$ cat config.mk
export PLATFORM = sky130hd
export DESIGN_NAME = awmc_water_arbiter
export DESIGN_NICKNAME = d
export VERILOG_FILES = /design/src/rtl/awmc_arb_pkg.sv /design/src/rtl/awmc_rr_channel.sv /design/src/rtl/awmc_water_arbiter.sv
export SDC_FILE = /design/constraint.sdc
export NUM_CORES = 1
export LEC_CHECK = 0
export ABC_AREA = 1
export CELL_PAD_IN_SITES_DETAIL_PLACEMENT = 0
export CELL_PAD_IN_SITES_GLOBAL_PLACEMENT = 1
export CORE_ASPECT_RATIO = 1.2
export CORE_MARGIN = 2
export CORE_UTILIZATION = 25
export CTS_CLUSTER_DIAMETER = 150
export DETAILED_ROUTE_END_ITERATION = 12
export PLACE_DENSITY = 0.61
export SLEW_MARGIN = 20
export SYNTH_ARGS = -nofsm -noshare
export SYNTH_HDL_FRONTEND = slang
export SYNTH_HIERARCHICAL = 1
export SYNTH_SLANG_ARGS = --single-unit
$ cat constraint.sdc
create_clock -name clk -period 1.28 [get_ports clk]
set_input_delay 0.128 -clock clk [delete_from_list [all_inputs] [get_ports clk]]
set_output_delay 0.128 -clock clk [all_outputs]
set_load 0.1 [all_outputs]
$ cat src/rtl/awmc_arb_pkg.sv
// Shared definitions for the laundromat water arbiter.
//   ch_state_e      : per-channel state (idle / granted / dead-time handover)
//   *_DEF constants : default bank size, hold limit and dead-time length
package awmc_arb_pkg;

  typedef enum logic [1:0] {
    CH_IDLE     = 2'b00,
    CH_GRANT    = 2'b01,
    CH_HANDOVER = 2'b10
  } ch_state_e;

  localparam int N_MACH_DEF      = 4;
  localparam int MAX_HOLD_DEF    = 8;
  localparam int DEAD_CYCLES_DEF = 2;

endpackage

$ cat src/rtl/awmc_rr_channel.sv
// One round-robin arbitration channel (inlet valve or drain pump).
//   clk, reset    : clock, asynchronous active-high reset
//   tick          : timebase strobe used to age the current owner's hold time
//   supply_ok     : 0 forces the grant off and restarts the dead-time
//   req           : per-machine request levels
//   gnt           : registered one-hot (or zero) grant
//   owner         : index of the current / most recent owner
//   preempt_evt   : combinational, one bit set on the cycle the owner is preempted
module awmc_rr_channel
  import awmc_arb_pkg::*;
#(
  parameter int N_MACH      = N_MACH_DEF,
  parameter int OWN_W       = $clog2(N_MACH),
  parameter int MAX_HOLD    = MAX_HOLD_DEF,
  parameter int DEAD_CYCLES = DEAD_CYCLES_DEF
) (
  input  logic              clk,
  input  logic              reset,
  input  logic              tick,
  input  logic              supply_ok,
  input  logic [N_MACH-1:0] req,
  output logic [N_MACH-1:0] gnt,
  output logic [OWN_W-1:0]  owner,
  output logic [N_MACH-1:0] preempt_evt
);

  // The dead counter holds DEAD_CYCLES-1 down to 0.
  localparam int DW = (DEAD_CYCLES > 1) ? $clog2(DEAD_CYCLES) : 1;

  ch_state_e         state_q, state_d;
  logic [OWN_W-1:0]  ptr_q, ptr_d;
  logic [OWN_W-1:0]  owner_q, owner_d;
  logic [N_MACH-1:0] gnt_q, gnt_d;
  logic [7:0]        hold_q, hold_d;
  logic [DW-1:0]     dead_q, dead_d;
  logic [OWN_W-1:0]  pick;
  logic [OWN_W-1:0]  owner_next;

  // First requester at or after the pointer, wrapping around the bank.
  function automatic logic [OWN_W-1:0] rr_pick(input logic [N_MACH-1:0] r,
                                               input logic [OWN_W-1:0]  p);
    logic [OWN_W-1:0] idx;
    rr_pick = '0;
    // Walk from the farthest offset down so the nearest requester wins last.
    for (int i = N_MACH - 1; i >= 0; i--) begin
      idx = OWN_W'((int'(p) + i) % N_MACH);
      if (r[idx]) rr_pick = idx;
    end
  endfunction

  assign pick       = rr_pick(req, ptr_q);
  assign owner_next = (owner_q == OWN_W'(N_MACH - 1)) ? '0 : owner_q + 1'b1;

  always_comb begin
    // NOTE: every combinational output gets a default first, so no path leaves
    // a signal unassigned and no latch is inferred.
    state_d     = state_q;
    ptr_d       = ptr_q;
    owner_d     = owner_q;
    gnt_d       = gnt_q;
    hold_d      = hold_q;
    dead_d      = dead_q;
    preempt_evt = '0;

    if (!supply_ok) begin
      // Supply fault: drop everything and restart break-before-make; the
      // round-robin pointer is left where it was.
      state_d = CH_HANDOVER;
      gnt_d   = '0;
      dead_d  = DW'(DEAD_CYCLES - 1);
    end else begin
      unique case (state_q)
        CH_IDLE: begin
          if (|req) begin
            owner_d      = pick;
            gnt_d        = '0;
            gnt_d[pick]  = 1'b1;
            hold_d       = '0;
            state_d      = CH_GRANT;
          end
        end
        CH_GRANT: begin
          // A voluntary release is checked first, so it beats preemption.
          if (!req[owner_q]) begin
            gnt_d   = '0;
            ptr_d   = owner_next;
            dead_d  = DW'(DEAD_CYCLES - 1);
            state_d = CH_HANDOVER;
          end else if ((hold_q == 8'(MAX_HOLD)) && |(req & ~gnt_q)) begin
            gnt_d                = '0;
            ptr_d                = owner_next;
            dead_d               = DW'(DEAD_CYCLES - 1);
            state_d              = CH_HANDOVER;
            preempt_evt[owner_q] = 1'b1;
          end else if (tick && (hold_q < 8'(MAX_HOLD))) begin
            hold_d = hold_q + 8'd1;
          end
        end
        CH_HANDOVER: begin
          if (dead_q == '0) state_d = CH_IDLE;
          else              dead_d  = dead_q - 1'b1;
        end
        default: state_d = CH_IDLE;
      endcase
    end
  end

  always_ff @(posedge clk or posedge reset) begin
    if (reset) begin
      state_q <= CH_IDLE;
      ptr_q   <= '0;
      owner_q <= '0;
      gnt_q   <= '0;
      hold_q  <= '0;
      dead_q  <= '0;
    end else begin
      // NOTE: non-blocking assignments for all state so every register
      // samples the pre-edge values regardless of statement order.
      state_q <= state_d;
      ptr_q   <= ptr_d;
      owner_q <= owner_d;
      gnt_q   <= gnt_d;
      hold_q  <= hold_d;
      dead_q  <= dead_d;
    end
  end

  assign gnt   = gnt_q;
  assign owner = owner_q;

endmodule

$ cat src/rtl/awmc_water_arbiter.sv
// Shares one water inlet and one drain pump between N_MACH washer controllers.
//   clk, reset              : clock, asynchronous active-high reset
//   tick                    : 1-clk timebase strobe
//   supply_ok               : 0 = mains water / pump fault, forces all grants off
//   inlet_req, drain_req    : per-machine request levels
//   inlet_gnt, drain_gnt    : one-hot or zero grants gating the physical valves
//   inlet_owner, drain_owner: current / last owner index per channel
//   preempt                 : 1-clk pulse per machine that lost a grant to the hold limit
//   fault                   : registered !supply_ok
module awmc_water_arbiter
  import awmc_arb_pkg::*;
#(
  parameter int N_MACH      = N_MACH_DEF,
  parameter int OWN_W       = $clog2(N_MACH),
  parameter int MAX_HOLD    = MAX_HOLD_DEF,
  parameter int DEAD_CYCLES = DEAD_CYCLES_DEF
) (
  input  logic              clk,
  input  logic              reset,
  input  logic              tick,
  input  logic              supply_ok,
  input  logic [N_MACH-1:0] inlet_req,
  input  logic [N_MACH-1:0] drain_req,
  output logic [N_MACH-1:0] inlet_gnt,
  output logic [N_MACH-1:0] drain_gnt,
  output logic [OWN_W-1:0]  inlet_owner,
  output logic [OWN_W-1:0]  drain_owner,
  output logic [N_MACH-1:0] preempt,
  output logic              fault
);

  logic [N_MACH-1:0] inlet_pre_evt;
  logic [N_MACH-1:0] drain_pre_evt;

  awmc_rr_channel #(
    .N_MACH(N_MACH), .OWN_W(OWN_W), .MAX_HOLD(MAX_HOLD), .DEAD_CYCLES(DEAD_CYCLES)
  ) u_inlet (
    .clk(clk), .reset(reset), .tick(tick), .supply_ok(supply_ok),
    .req(inlet_req), .gnt(inlet_gnt), .owner(inlet_owner), .preempt_evt(inlet_pre_evt)
  );

  awmc_rr_channel #(
    .N_MACH(N_MACH), .OWN_W(OWN_W), .MAX_HOLD(MAX_HOLD), .DEAD_CYCLES(DEAD_CYCLES)
  ) u_drain (
    .clk(clk), .reset(reset), .tick(tick), .supply_ok(supply_ok),
    .req(drain_req), .gnt(drain_gnt), .owner(drain_owner), .preempt_evt(drain_pre_evt)
  );

  // OR-merge means a machine preempted on both channels at once sees one pulse.
  always_ff @(posedge clk or posedge reset) begin
    if (reset) begin
      preempt <= '0;
      fault   <= 1'b0;
    end else begin
      preempt <= inlet_pre_evt | drain_pre_evt;
      fault   <= ~supply_ok;
    end
  end

endmodule

Yosys cells after proc, flatten, opt, wreduce, memory -nomap -nowiden. Index checks and enable logic that the tools add are counted.

Add/subtract/negate cells: 12. Magnitude comparators: 18. Equal/unequal tests: 28. Multiplexer cells: 92. Bitwise logic cells: 6. Reduce and logical (&&, ||, !) cells: 28.

Operators with widths (number): 4-bit two-way mux (16); 8-bit two-way mux (8); 2-bit two-way mux (24); 2-bit by 3-bit less-than comparator with 1-bit output, second input constant (12); 8-bit one-hot mux with 2 select lines (2); 3-bit AND reduction (8); 1-bit two-way mux (22); 1-bit binary-select mux with 2-bit select (10); 8-bit by 1-bit adder with 8-bit output, second input constant (2); 8-bit by 4-bit equality test with 1-bit output, second input constant (2); 8-bit by 4-bit less-than comparator with 1-bit output, second input constant (2); 4-bit one-hot mux with 2 select lines (2); 4-bit OR reduction (4); 2-bit by 1-bit != test with 1-bit output, second input constant (6); 3-bit by 1-bit != test with 1-bit output, second input constant (4); 2-bit one-hot mux with 3 select lines (2); 6-bit AND reduction (2); 2-bit by 1-bit adder with 2-bit output, second input constant (4); 2-bit adder, second input constant (4); 4-bit AND (2); 1-bit demux with 2-bit select (4); 2-bit equality test, second input constant (4); 2-bit by 1-bit >= comparator with 1-bit output, second input constant (4); 1-bit logical AND (8); other kinds (13) (26).

Register bits after elaboration: 43. Output and inout port bits: 17. Logic and storage cells: 198.

Logic depth before layout (Yosys ltp). Gate-level depths: netlist of run 1.

Depth in word-level cells: 14. Mapped depth: 13. Mapped depth without buffers: 12.

By module. Netlist of run 1, hierarchy kept.

By module, submodules not included: awmc_rr_channel at u_inlet (instances 1, cells each 196, area an instance 1385.1 µm², seq. area each 475.5 µm²); awmc_rr_channel at u_drain (instances 1, cells each 191, area an instance 1313.8 µm², seq. area each 475.5 µm²); awmc_water_arbiter (instances 1, cells each 19, area an instance 177.7 µm², seq. area each 125.1 µm²).

Worst setup path after synthesis of run 1. OpenSTA, ideal clock, no wires.

Path type: flip-flop to flip-flop. From: register u_drain.owner_q[0], in the netlist u_drain/owner[0]. To: register u_drain.hold_q[0]. Library setup time: 0.121 ns. Arrival time: 1.927 ns. Required time: 1.159 ns. Slack: -0.768 ns. Stages on the path, launching flop included: 12. Buffers on the path: 0. Period minus slack after synthesis: 2.048 ns. Cells stage by stage: dfrtp_1 -> inv_1 -> nand2_1 -> nand3_1 -> nand2_1 -> inv_1 -> nand2_2 -> nand2_2 -> nand2_2 -> inv_4 -> nand3_1 -> o21ai_1.

Cells in the longest elaborated chain, start to end: 4.

Ends and longest elaborated chain: from (decl) (line awmc_rr_channel.sv:32) `logic [OWN_W-1:0] owner_q, owner_d;`; from (signal assigned) (line awmc_rr_channel.sv:121) `owner_q <= owner_d;`; 1-bit binary-select mux with 2-bit select (line awmc_rr_channel.sv:84) `if (!req[owner_q]) begin`; 1-bit two-way mux (implied by the code) (line awmc_rr_channel.sv:84); 2-bit by 1-bit != test with 1-bit output (no source line); 6-bit AND reduction (no source line); to (signal assigned) (line awmc_rr_channel.sv:123) `hold_q <= hold_d;`; to (decl) (line awmc_rr_channel.sv:34) `logic [7:0] hold_q, hold_d;`.

No other way between the ends. The select of a mux whose other input is x is not followed. A chain may end at the register's enable or synchronous reset.

Final worst setup path of run 1.
From: register u_inlet.owner_q[0], in the netlist u_inlet/owner[0]. To: register u_inlet.hold_q[3].

Cells in the longest elaborated chain, start to end: 4.

Ends and longest elaborated chain (line): from (decl) (awmc_rr_channel.sv:32); from (signal assigned) (awmc_rr_channel.sv:121); 1-bit binary-select mux with 2-bit select (awmc_rr_channel.sv:84); 1-bit two-way mux (implied by the code) (awmc_rr_channel.sv:84); 2-bit by 1-bit != test with 1-bit output (no source line); 6-bit AND reduction (no source line); to (signal assigned) (awmc_rr_channel.sv:123); to (decl) (awmc_rr_channel.sv:34).

No other way between the ends. The select of a mux whose other input is x is not followed.

==> impl_metrics.json, run 1 <==
{
  "wl_um": 7650,
  "syn-num-nets": 430,
  "drv_cap": 0,
  "die-area_um2": 12400,
  "numPortBuffers": 28,
  "critPathLaunchType": "flip-flop",
  "synthCells": 406,
  "drt_iter0_drc": 83,
  "vdd_drop_max_mv": 1.64,
  "p_leak_nw": 2.45,
  "rsz0062_at_grt": "true",
  "synth_area_leaders": "dfrtp_1 37%, nand2_1 18%, inv_1 8.9%, nand3_1 6.4%, ha_1 5.2%",
  "synth_top_area_share": 0.374,
  "avgViaCountPerCell": 4.20,
  "grt_pass1_wl_um": 13200,
  "drc": 0,
  "slew_violations": 0,
  "antenna_found_initial": 0,
  "critPathArrivalTime_ns": 1.64,
  "globalplace.congestion": 0.790,
  "reg2reg_slack_ns": -0.18,
  "setup_viol": 40,
  "fin_setup_tns_ns": -5.16,
  "crit_path_start": "u_inlet/owner[0]",
  "fin_nets": 547,
  "ys_seq_area_frac": 0.374,
  "violations": "setup timing",
  "root_buffer": "clkbuf_16",
  "maxSlewHeadroom": 0.821,
  "die_h_um": 122,
  "initial_core_util": 0.258,
  "drtPass1Iterations": 4,
  "num_vias": 2850,
  "skew_ns": 0.00744,
  "fin_crit_sh": 1.14,
  "min_path_type": "in -> async",
  "clk_pin_slew_ns": 0.06,
  "clock-sinks": 43,
  "clock_path_buffers": 2,
  "cts_made_buffers": 5,
  "drive_gt1_frac": 0.544,
  "min_period_ns": 1.46,
  "nFillCells": 1179,
  "grt_max_degree": 20,
  "cp-end-kind": "flip-flop",
  "r2r-end": "u_inlet/hold_q[3]",
  "crit_required_ns": 1.46,
  "core-area_um2": 11100,
  "fin_ws_ns": -0.179,
  "yosys.area.top_type": "dfrtp_1",
  "p_per_area_nw_per_um2": 1930,
  "cts_htree_levels": 2,
  "clock_latency_ns": 0.28,
  "synth_area_um2": 2880,
  "power_mw": 9.37,
  "r2r_cells": 9,
  "hold_viol": 0,
  "area_delta_synth_final_pct": 68.9,
  "rows": 42,
  "reg2reg_from": "u_inlet/owner[0]",
  "dpl.hpwl_um": 5670,
  "first_global_vias": 2914,
  "die_w_um": 102,
  "wire_per_inst_um": 11.3,
  "cts_hold_buf": 0,
  "cp_max_fo": 12,
  "num_io_pins": 29,
  "grtUsageTotal": 0.131,
  "worstMarginPinSlew_ns": 0.266,
  "critical_path_class": "reg -> reg",
  "ys_seq_elements": 43,
  "crit_end": "u_inlet/hold_q[3]",
  "cts_tree": "done",
  "synth_cell_types": 29,
  "outcome": "complete, but fails checks",
  "postSynthAreaPerCell_um2": 7.08,
  "antenna_left": 0,
  "max_freq_mhz": 686,
  "num_antenna_cells": 0,
  "grt_overflow": 0,
  "yosys_warnings": 6
}
## registers in the layout, summed over array words and instances, names as in the netlist, 2 cells and up
register         count
u_drain/state_q      2
u_drain/hold_q       8
u_inlet/hold_q       8
u_inlet/owner        2
u_drain/gnt          4
u_inlet/state_q      2
u_inlet/gnt          4
u_drain/ptr_q        2
u_drain/owner        2
u_inlet/ptr_q        2
preempt              4
## metrics by stage
stage | setup WS [ns] | cell area [um^2] | util | cells | hold slack [ns]
detailed placement | -0.391 | 4080 | 0.366 | 653 | 0.414
global placement | -0.379 | 4080 | 0.366 | 653 | 0.415
finish | -0.179 | 4860 | 0.436 | 678 | 0.103
global route | -0.264 | 4860 | 0.436 | 678 | 0.130
floorplan | -0.270 | 2950 | - | 406 | -0.0935
CTS | -0.185 | 4570 | 0.410 | 673 | 0.111
## power by group
| part | leakage, nW | switching (mW) | internal [mW] |
|---|---|---|---|
| Clock | 0.0708 | 0.530 | 0.724 |
| Sequential | 0.542 | 0.313 | 1.70 |
| Combinational | 1.83 | 3.56 | 2.55 |
## cells in the final DEF, fill, tap and decap left out, types with 9 or more instances in the layout
cell type,Yosys,routed
nand2_2,17,54
nand2_1,135,85
dfrtp_1,43,28
nand3_2,7,23
buf_4,0,74
dfrtp_4,0,12
o21ai_2,5,9
nand2_4,0,13
nor2_1,23,14
nand3_1,37,18
buf_12,0,18
buf_6,3,10
inv_1,68,54
ha_1,12,9
inv_2,9,20
## final cells by class
cell class | count | area (um^2) | area share
Clock inverter | 2 | 13.8 | 0.00283
Clock buffer | 6 | 129 | 0.0265
Multi-Input combinational cell | 281 | 1940 | 0.400
Timing Repair Buffer | 113 | 1150 | 0.236
Tap cell | 154 | 193 | 0.0396
Inverter | 79 | 312 | 0.0641
Sequential cell | 43 | 1120 | 0.231
## worst max-delay path: stages (launching register included)
cell and delay, ns:
dfrtp_4 0.51, inv_4 0.07, nand2_1 0.04, nand3_1 0.08
nand2_2 0.11, a22oi_2 0.18, nand3_2 0.10, buf_12 0.16
nand2_2 0.06, o21ai_2 0.05
## cells in the mapped netlist, drive strengths merged
cell type / count
a21oi: 3
a22oi: 1
buf: 3
dfrtp: 43
ha: 12
inv: 79
nand2: 152
nand3: 44
nand3b: 3
nand4: 2
nor2: 27
nor3: 1
nor3b: 7
nor4: 1
o21ai: 20
o21bai: 1
o31ai: 3
or2: 2
xor2: 2
## routing by layer
metal | track usage | vias to the layer above | wire length, um
met4 | 0.0275 | 0 | 28
met2 | 0.244 | 30 | 4110
met3 | 0.0179 | 4 | 158
met5 | 0 | - | 0
li1 | - | 1482 | -
met1 | 0.159 | 1334 | 3350
## worst min path at each step
stage / slack, ns / from / to
floorplan: -0.09 / reset / fault
global placement: 0.42 / reset / preempt[1]
detailed placement: 0.41 / reset / preempt[3]
CTS: 0.11 / reset / preempt[3]
global route: 0.13 / reset / preempt[3]
finish: 0.10 / reset / preempt[3]
## what timing repair did
action / 4_1_cts / 5_1_grt
gates resized for setup: 80 / 73
buffers inserted: 13 / 7
pin swaps: 33 / 32
setup endpoints to repair: 42 / 42
gates cloned: 0 / 0
endpoints found under the hold margin: 0 / 0
## logic make-up (layout without fill, tap and decap cells)
group           Yosys count  after routing  synth area share
compound gates           28             28            0.0631
xor+xnor                  2              2           0.00609
simple gates            239            239             0.388
fa+ha+maj                12             12            0.0522
buf+inv                  82            200             0.117
flops                    43             43             0.374
Note: power is estimated with default switching activity, not from simulation.
==> run 2: changes to the inputs <==
- CORE_UTILIZATION: 25 -> 37
- PLACE_DENSITY: 0.61 -> 0.82
==> impl_metrics.json, run 2 (synthesized netlist as in run 1, its figures left out) <==
{
  "cts_tree": "done",
  "r2r-end": "u_drain/hold_q[1]",
  "layout.cells.most_common": "nand2_1",
  "switchingPower_mw": 4.46,
  "cp-end-kind": "flip-flop",
  "wl_um": 7870,
  "drtPass1Iterations": 4,
  "critPathLaunchType": "flip-flop",
  "path_cells": "inv_2 > ha_4 > nand3_4 > nor2_4 > o21ai_4 > nand2_2 > nand2_4 > nand2_4 > inv_6 > nand3_2 > o21ai_1",
  "critical_path_class": "reg -> reg",
  "worstMarginPinSlew_ns": 0.272,
  "violations": "setup timing",
  "setup_viol": 40,
  "drt_iter0_drc": 97,
  "avgViaCountPerCell": 4.75,
  "hold_viol": 0,
  "reg2reg_from": "u_drain/hold_q[1]",
  "num_vias": 2916,
  "fin_nets": 545,
  "grt_overflow": 0,
  "fin_hold_ws_ns": 0.0980,
  "dpl.hpwl_um": 5310,
  "max_freq_mhz": 662,
  "num_io_pins": 29,
  "drive_gt1_frac": 0.519,
  "rsz0062_at_grt": "true",
  "die_w_um": 84.5,
  "power_frac_seq": 0.215,
  "clk_pin_slew_ns": 0.08,
  "wire_per_inst_um": 12.8,
  "p_per_area_nw_per_um2": 1960,
  "clock_path_buffers": 2,
  "skew_ns": 0.00696,
  "nFillCells": 666,
  "cts_made_buffers": 5,
  "regArea_um2": 1120,
  "area_delta_synth_final_pct": 65.1,
  "p_int_mw": 4.85,
  "grtUsageTotal": 0.186,
  "reg2reg_slack_ns": -0.23,
  "cp_max_fo": 8,
  "clock-sinks": 43,
  "drv_cap": 0,
  "initial_core_util": 0.378,
  "p_leak_nw": 2.42,
  "rows": 35,
  "globalplace.congestion": 0.936,
  "fin_ws_ns": -0.230,
  "crit_required_ns": 1.47,
  "numPortBuffers": 28,
  "final_cell_mix": "87 x nand2_1, 73 x buf_4, 55 x inv_1",
  "drc": 0,
  "power_mw": 9.31,
  "die-area_um2": 8500,
  "root_buffer": "clkbuf_8",
  "clock_latency_ns": 0.30,
  "core-area_um2": 7620,
  "fin_setup_tns_ns": -6.50,
  "num_antenna_cells": 0,
  "min_period_ns": 1.51,
  "r2r_cells": 11,
  "vdd_drop_max_mv": 1.99,
  "grt_max_degree": 20,
  "cpMaxStageDelayCell": "dfrtp_1",
  "fin_crit_sh": 1.18,
  "grt_pass1_wl_um": 12900,
  "pwr-share-clk": 0.114,
  "place_area_um2": 3980,
  "outcome": "complete, but fails checks",
  "antenna_left": 0,
  "fin_area_um2": 4750,
  "max_stage_delay_ns": 0.40,
  "swShare": 0.479,
  "slew_violations": 0,
  "crit_top_cell": "nand2_4",
  "multi_input_area_um2": 1940,
  "min_path_type": "in -> async",
  "largest_registers": "u_drain/hold_q: 8 flops, u_inlet/hold_q: 8 flops",
  "critPathArrivalTime_ns": 1.70,
  "cts_htree_levels": 2,
  "first_global_vias": 2889,
  "die_h_um": 101,
  "maxSlewHeadroom": 0.817,
  "comb_power_share": 0.671,
  "antenna_found_initial": 0
}
[run 2: through the flow]
step / util / setup slack [ns] / cells
after CTS: 0.587 / -0.197 / 612
final: 0.623 / -0.230 / 614
after global placement: 0.522 / -0.394 / 588
after detailed placement: 0.522 / -0.421 / 588
after global routing: 0.623 / -0.303 / 614
after floorplan: - / -0.270 / 406
[run 2: area by class of cell]
type                       count  share of cell area
multi-input combinational    281               0.409
inverter                      79              0.0667
clock inverter                 3             0.00922
tap                           92              0.0242
sequential                    43               0.237
clock buffer                   5              0.0145
timing repair buffer         111               0.240
[run 2: timing repair]
action,4_1_cts,5_1_grt
setup endpoints to repair,42,44
setup buffers,16,3
resized for setup,74,70
hold buffers,0,0
pin swaps,47,35
[run 2: worst max-delay path: cells and delay by family (launching register included)]
family / cells / cell delay [ns]
adder cells (fa/ha/maj): 1 / 0.15
buffers and inverters: 2 / 0.15
AO/OA/AOI/OAI: 2 / 0.16
flip-flops: 1 / 0.40
AND/OR/NAND/NOR: 6 / 0.54
[run 2: routing by layer]
layer / vias to the layer above / GRT usage / wire (um) / share of wire
met1: 1395 / 0.236 / 3340 / 0.42
met4: 0 / 0.0647 / 126 / 0.016
met5: - / 0 / 0 / 0
met3: 12 / 0.0229 / 161 / 0.020
met2: 35 / 0.328 / 4230 / 0.54
li1: 1474 / - / - / -
[run 2: worst max-delay path by stage]
stage,slack [ns],start,depth (start not counted),end
after floorplan,-0.27,u_inlet/owner[0],9,u_inlet/hold_q[3]
after global placement,-0.39,inlet_req[2],9,u_inlet/gnt[0]
after detailed placement,-0.42,inlet_req[2],9,u_inlet/gnt[0]
after CTS,-0.20,u_inlet/hold_q[0],10,u_inlet/gnt[0]
after global routing,-0.30,u_inlet/ptr_q[0],11,u_inlet/gnt[2]
final,-0.23,u_drain/hold_q[1],11,u_drain/hold_q[1]
[run 2: power groups by stage]
stage	clock, mW	combinational (mW)	sequential, mW
global route	1.15	6.72	2.03
finish	1.06	6.25	2.00
detailed placement	0	4.96	2.00
CTS	1.10	5.61	1.97
global placement	0	4.90	2.00
floorplan	0	2.11	3.00
